## src/rtl/bridge_pkg.sv

```systemverilog
// Shared encodings and default timing for the bridge road-side sequencer.
package bridge_pkg;

  // Road sequencer state encoding
  localparam logic [1:0] StGreen   = 2'b00;
  localparam logic [1:0] StYellow  = 2'b01;
  localparam logic [1:0] StAllRed  = 2'b10;
  localparam logic [1:0] StStopped = 2'b11;

  // Default timing, all in clock cycles
  localparam int unsigned DEF_MIN_GREEN  = 5;
  localparam int unsigned DEF_YELLOW_CYC = 4;
  localparam int unsigned DEF_ALLRED_CYC = 3;
  localparam int unsigned DEF_BLINK_HALF = 2;

  // Largest of three timing values; sizes the shared phase counter
  function automatic int unsigned max3(input int unsigned a, input int unsigned b,
                                       input int unsigned c);
    int unsigned m;
    m = a;
    if (b > m) m = b;
    if (c > m) m = c;
    return m;
  endfunction

endpackage

```

## src/rtl/alarm_blinker.sv

```systemverilog
// Registered blink generator: high on the first enabled edge, then toggles every HALF cycles.
module alarm_blinker #(
  parameter int unsigned HALF = 2
) (
  input  logic Clock,
  input  logic Reset,
  input  logic En,
  output logic Out
);

  localparam int unsigned W = (HALF > 1) ? $clog2(HALF) : 1;
  localparam logic [W-1:0] HalfLast = W'(HALF - 1);

  logic [W-1:0] cnt_q, cnt_d;
  logic         out_q, out_d;
  // Distinguishes the very first enabled edge from a mid-blink low phase
  logic         active_q, active_d;

  // Next-state for the blink phase
  always_comb begin
    cnt_d    = '0;
    out_d    = 1'b0;
    active_d = 1'b0;
    if (En) begin
      active_d = 1'b1;
      if (!active_q) begin
        out_d = 1'b1;
      end else if (cnt_q == HalfLast) begin
        out_d = ~out_q;
      end else begin
        out_d = out_q;
        cnt_d = cnt_q + W'(1);
      end
    end
  end

  // Blink state registers with synchronous active-low reset
  always_ff @(posedge Clock) begin
    if (!Reset) begin
      cnt_q    <= '0;
      out_q    <= 1'b0;
      active_q <= 1'b0;
    end else begin
      cnt_q    <= cnt_d;
      out_q    <= out_d;
      active_q <= active_d;
    end
  end

  assign Out = out_q;

endmodule

```

## src/rtl/bridge_traffic_sequencer.sv

```systemverilog
// Road lamp / barrier sequencer driven by the drawbridge controller's TFL and AL requests.
module bridge_traffic_sequencer
  import bridge_pkg::*;
#(
  parameter int unsigned MIN_GREEN  = DEF_MIN_GREEN,
  parameter int unsigned YELLOW_CYC = DEF_YELLOW_CYC,
  parameter int unsigned ALLRED_CYC = DEF_ALLRED_CYC,
  parameter int unsigned BLINK_HALF = DEF_BLINK_HALF
) (
  input  logic Clock,
  input  logic Reset,
  input  logic TFL,
  input  logic AL,
  output logic GR,
  output logic YE,
  output logic RD,
  output logic Gate,
  output logic Buzz,
  output logic RoadClear
);

  localparam int unsigned CntW = $clog2(max3(MIN_GREEN, YELLOW_CYC, ALLRED_CYC) + 1);
  localparam logic [CntW-1:0] GreenLast  = CntW'(MIN_GREEN - 1);
  localparam logic [CntW-1:0] YellowLast = CntW'(YELLOW_CYC - 1);
  localparam logic [CntW-1:0] AllRedLast = CntW'(ALLRED_CYC - 1);

  logic [1:0]      state_q, state_d;
  logic [CntW-1:0] cnt_q, cnt_d;

  // Next state and shared phase counter; counter clears on every state change
  always_comb begin
    state_d = state_q;
    cnt_d   = cnt_q;
    unique case (state_q)
      StGreen: begin
        // Alarm skips the minimum-green hold
        if (AL || (TFL && (cnt_q == GreenLast))) begin
          state_d = StYellow;
          cnt_d   = '0;
        end else if (cnt_q != GreenLast) begin
          cnt_d = cnt_q + CntW'(1);
        end
      end
      StYellow: begin
        if (cnt_q == YellowLast) begin
          state_d = StAllRed;
          cnt_d   = '0;
        end else begin
          cnt_d = cnt_q + CntW'(1);
        end
      end
      StAllRed: begin
        if (cnt_q == AllRedLast) begin
          state_d = (TFL || AL) ? StStopped : StGreen;
          cnt_d   = '0;
        end else begin
          cnt_d = cnt_q + CntW'(1);
        end
      end
      StStopped: begin
        if (!TFL && !AL) begin
          state_d = StGreen;
          cnt_d   = '0;
        end
      end
      default: begin
        state_d = StGreen;
        cnt_d   = '0;
      end
    endcase
  end

  // State and counter registers with synchronous active-low reset
  always_ff @(posedge Clock) begin
    if (!Reset) begin
      state_q <= StGreen;
      cnt_q   <= '0;
    end else begin
      state_q <= state_d;
      cnt_q   <= cnt_d;
    end
  end

  // Moore output decode from the state register only
  always_comb begin
    GR        = 1'b0;
    YE        = 1'b0;
    RD        = 1'b0;
    Gate      = 1'b0;
    RoadClear = 1'b0;
    unique case (state_q)
      StGreen:  GR = 1'b1;
      StYellow: YE = 1'b1;
      StAllRed: begin
        RD   = 1'b1;
        Gate = 1'b1;
      end
      StStopped: begin
        RD        = 1'b1;
        Gate      = 1'b1;
        RoadClear = 1'b1;
      end
      default: GR = 1'b1;
    endcase
  end

  alarm_blinker #(
    .HALF (BLINK_HALF)
  ) u_blinker (
    .Clock (Clock),
    .Reset (Reset),
    .En    (AL),
    .Out   (Buzz)
  );

endmodule

```

## config.mk

```make
export PLATFORM = sky130hd
export DESIGN_NAME = bridge_traffic_sequencer
export DESIGN_NICKNAME = d
export VERILOG_FILES = /design/src/rtl/bridge_pkg.sv /design/src/rtl/alarm_blinker.sv /design/src/rtl/bridge_traffic_sequencer.sv
export SDC_FILE = /design/constraint.sdc
export NUM_CORES = 1
export LEC_CHECK = 0
export CORE_UTILIZATION = 30
export CTS_BUF_LIST = sky130_fd_sc_hd__clkbuf_16
export CTS_CLUSTER_DIAMETER = 30
export DETAILED_ROUTE_END_ITERATION = 6
export MAX_ROUTING_LAYER = met4
export PLACE_DENSITY = 0.63
export SYNTH_ARGS = -nofsm -noshare
export SYNTH_HDL_FRONTEND = slang
export SYNTH_SLANG_ARGS = --single-unit
```

## constraint.sdc

```tcl
create_clock -name Clock -period 4.7 [get_ports Clock]
set_input_delay 0.94 -clock Clock [delete_from_list [all_inputs] [get_ports Clock]]
set_output_delay 0.94 -clock Clock [all_outputs]
set_load 0.01 [all_outputs]
```

==> flow_summary.ini <==
[finish]
finish.instance_area_um2 = 668.1
area_delta_synth_final_pct = 30.56
antenna_cells = 0
nNetsFinal = 74
layout-drive-gt1-share = 0.1429
final_util = 0.4334
fillers = 149
final_cells = 79

[cts]
cts_max_level = 1
path_clk_slew_ps = 40
cts_hold_buf = 0
worstSkewPairLatency_ps = 230
post_cts_resize_count = 0
cts_setup_buffers = 0
clock_sinks = 8
cts_root_buf = clkbuf_16
cts_buffers = 3
cts_max_path_buffers = 2
cts_tree = yes

[synthesis]
yosysWarningCount = 0
synth_ff_type = dfxtp_1
synth_seq_area_share = 0.3130
syn_area_per_cell_um2 = 9.477
syn_area_um2 = 511.7
synth-edff-count = 0
synthArstFlopShare = 0
synthMostInstantiatedCell = dfxtp_1
synth_fp_nets = 63
synth_cells = 54
yosys_register_bits = 8
synthTopCellsByArea = dfxtp_1 31%, ha_1 12%, a311oi_4 5.1%
yosysTopAreaCellShare = 0.3130
synth_commonest_cells = 8 x dfxtp_1, 6 x inv_1, 5 x ha_1
synth_top_area_cell = dfxtp_1
synth_cell_type_count = 27

[worst_setup_path]
path_max_fanout = 11
critPathLaunch = state_q[1]
reg2reg_depth = 6
reg2reg_setup_slack_ps = 3020
crit_type = reg -> out
r2r_end = state_q[0]
worstPathArrival_ps = 1500
critPathCaptureType = output pin
start_kind = flop
worstPathRequired_ps = 3760
critPathCapture = GR
r2r-start = cnt_q[0]

[placement]
dp_slack_ps = 2349
place_hpwl_um = 694.7
dp_cells = 76
port_buffers = 9
place_congestion = 0.7686
place_area_um2 = 593.1

[floorplanning]
die_y_um = 43.30
std_cell_rows = 14
die_area_um2 = 1875
num_io_pins = 10
die_w_um = 43.30
initial_utilization = 0.3320
core_um2 = 1541

[drt]
drt_iter0_drc = 6
wl_met1_um = 411
highest_layer = met3
antenna_left = 0
vias = 414
wl_per_cell_um = 11.90
drc = 0
vias_per_cell = 5.241
dr_wl_met3_um = 53
drt-total-wl_um = 940
drtPass1Iterations = 4
wl_met2_um = 475

[worst_hold_path]
min_from = u_blinker.active_q
hold_class = reg -> reg

[pwr]
finalPower_mw = 0.2678
ir_worst_vdd_v = 0.0002617
leakage_nw = 0.2673
power.density_nw_per_um2 = 400.8

[grt]
grtUsageTotal = 0.1212
grt_max_degree = 12
grt_pass1_wl_um = 1538
grt_pass1_vias = 388
grt_overflow_total = 0
antenna_found_initial = 0

[job]
drv_cap = 0

[timing]
max_freq_mhz = 409.9
skew_ps = 2.127
maxSlewViolCount = 0
period_needed_ps = 2440
post-route-period-util = 0.5191
hold_violations = 0
setup_tns_ps = 0
setup_viol = 0
setup_slack_ps = 2260
worst_pin_slew_ps = 509.4
slew_headroom = 0.6567
rsz0062_at_grt = no
whs_ps = 425.7

[status]
outcome = completed
-- layout make-up --
cell class | count | area, µm² | area share
repair buffers | 9 | 90.09 | 0.1348
inverters | 6 | 22.52 | 0.03371
flip-flops and latches | 8 | 160.2 | 0.2397
multi-input cells | 37 | 300.3 | 0.4494
well taps | 16 | 20.02 | 0.02996
clock buffers | 3 | 75.07 | 0.1124
-- per-layer routing --
layer  GRT usage  vias up
li1            -      210
met1      0.1163      192
met2      0.2000       12
met3     0.06383        0
met4     0.05455        0
met5           -        -
-- layout by cell type (no fill, tap or decap), drive strengths merged --
| cell type | netlist | final |
|---|---|---|
| a311oi | 1 | 1 |
| o211ai | 2 | 2 |
| o31ai | 2 | 2 |
| clkbuf | 0 | 3 |
| and2 | 1 | 1 |
| o21bai | 1 | 1 |
| nand3 | 2 | 2 |
| nor3 | 1 | 1 |
| or2 | 1 | 1 |
| xnor2 | 1 | 1 |
| nand2 | 4 | 4 |
| a21oi | 4 | 4 |
| nor2 | 1 | 1 |
| nor4b | 1 | 1 |
| nor4 | 1 | 1 |
| dfxtp | 8 | 8 |
| o31a | 1 | 1 |
| o21ai | 1 | 1 |
| nor3b | 2 | 2 |
| o41ai | 1 | 1 |
| inv | 6 | 6 |
| nor2b | 2 | 2 |
| ha | 5 | 5 |
| and2b | 1 | 1 |
| and3b | 1 | 1 |
| clkdlybuf4s50 | 0 | 9 |
-- critical path: stages, from the launching register on --
cell and delay [ps]:
dfxtp_1 380, or2_4 310, inv_1 50, clkdlybuf4s50_1 520
-- worst min-delay path by stage --
stage | cells after the start | end | slack, ps
4_1_cts | 1 | u_blinker.Out | 420
6_report | 1 | u_blinker.Out | 430
3_3_place_gp | 1 | u_blinker.Out | 410
5_1_grt | 1 | u_blinker.Out | 460
2_1_floorplan | 1 | u_blinker.Out | 400
3_5_place_dp | 1 | u_blinker.Out | 420
-- cells by family after synthesis --
logic type                 after synthesis  share of synthesized area
AOI/OAI and AO/OA                       13                     0.2225
xor gates and xnor gates                 1                    0.01712
adders and majority gates                5                     0.1222
buffers and inverters                    9                     0.1002
DFF                                      8                     0.3130
and+or+nand+nor                         18                     0.2249
-- state kept, by name, summed over array words and instances (netlist names) --
| name | count |
|---|---|
| cnt_q | 3 |
| state_q | 2 |
| u_blinker.Out | 1 |
| u_blinker.active_q | 1 |
| u_blinker.cnt_q | 1 |
-- power breakdown --
part | switching [mW] | total (mW) | leakage [nW] | internal [mW]
clock | 0.0329 | 0.143 | 0.0370 | 0.110
combinational | 0.0223 | 0.0454 | 0.165 | 0.0231
sequential | 0.00619 | 0.0798 | 0.0657 | 0.0736
total | 0.0614 | 0.268 | 0.267 | 0.206
Note: power is estimated with default switching activity, not from simulation.
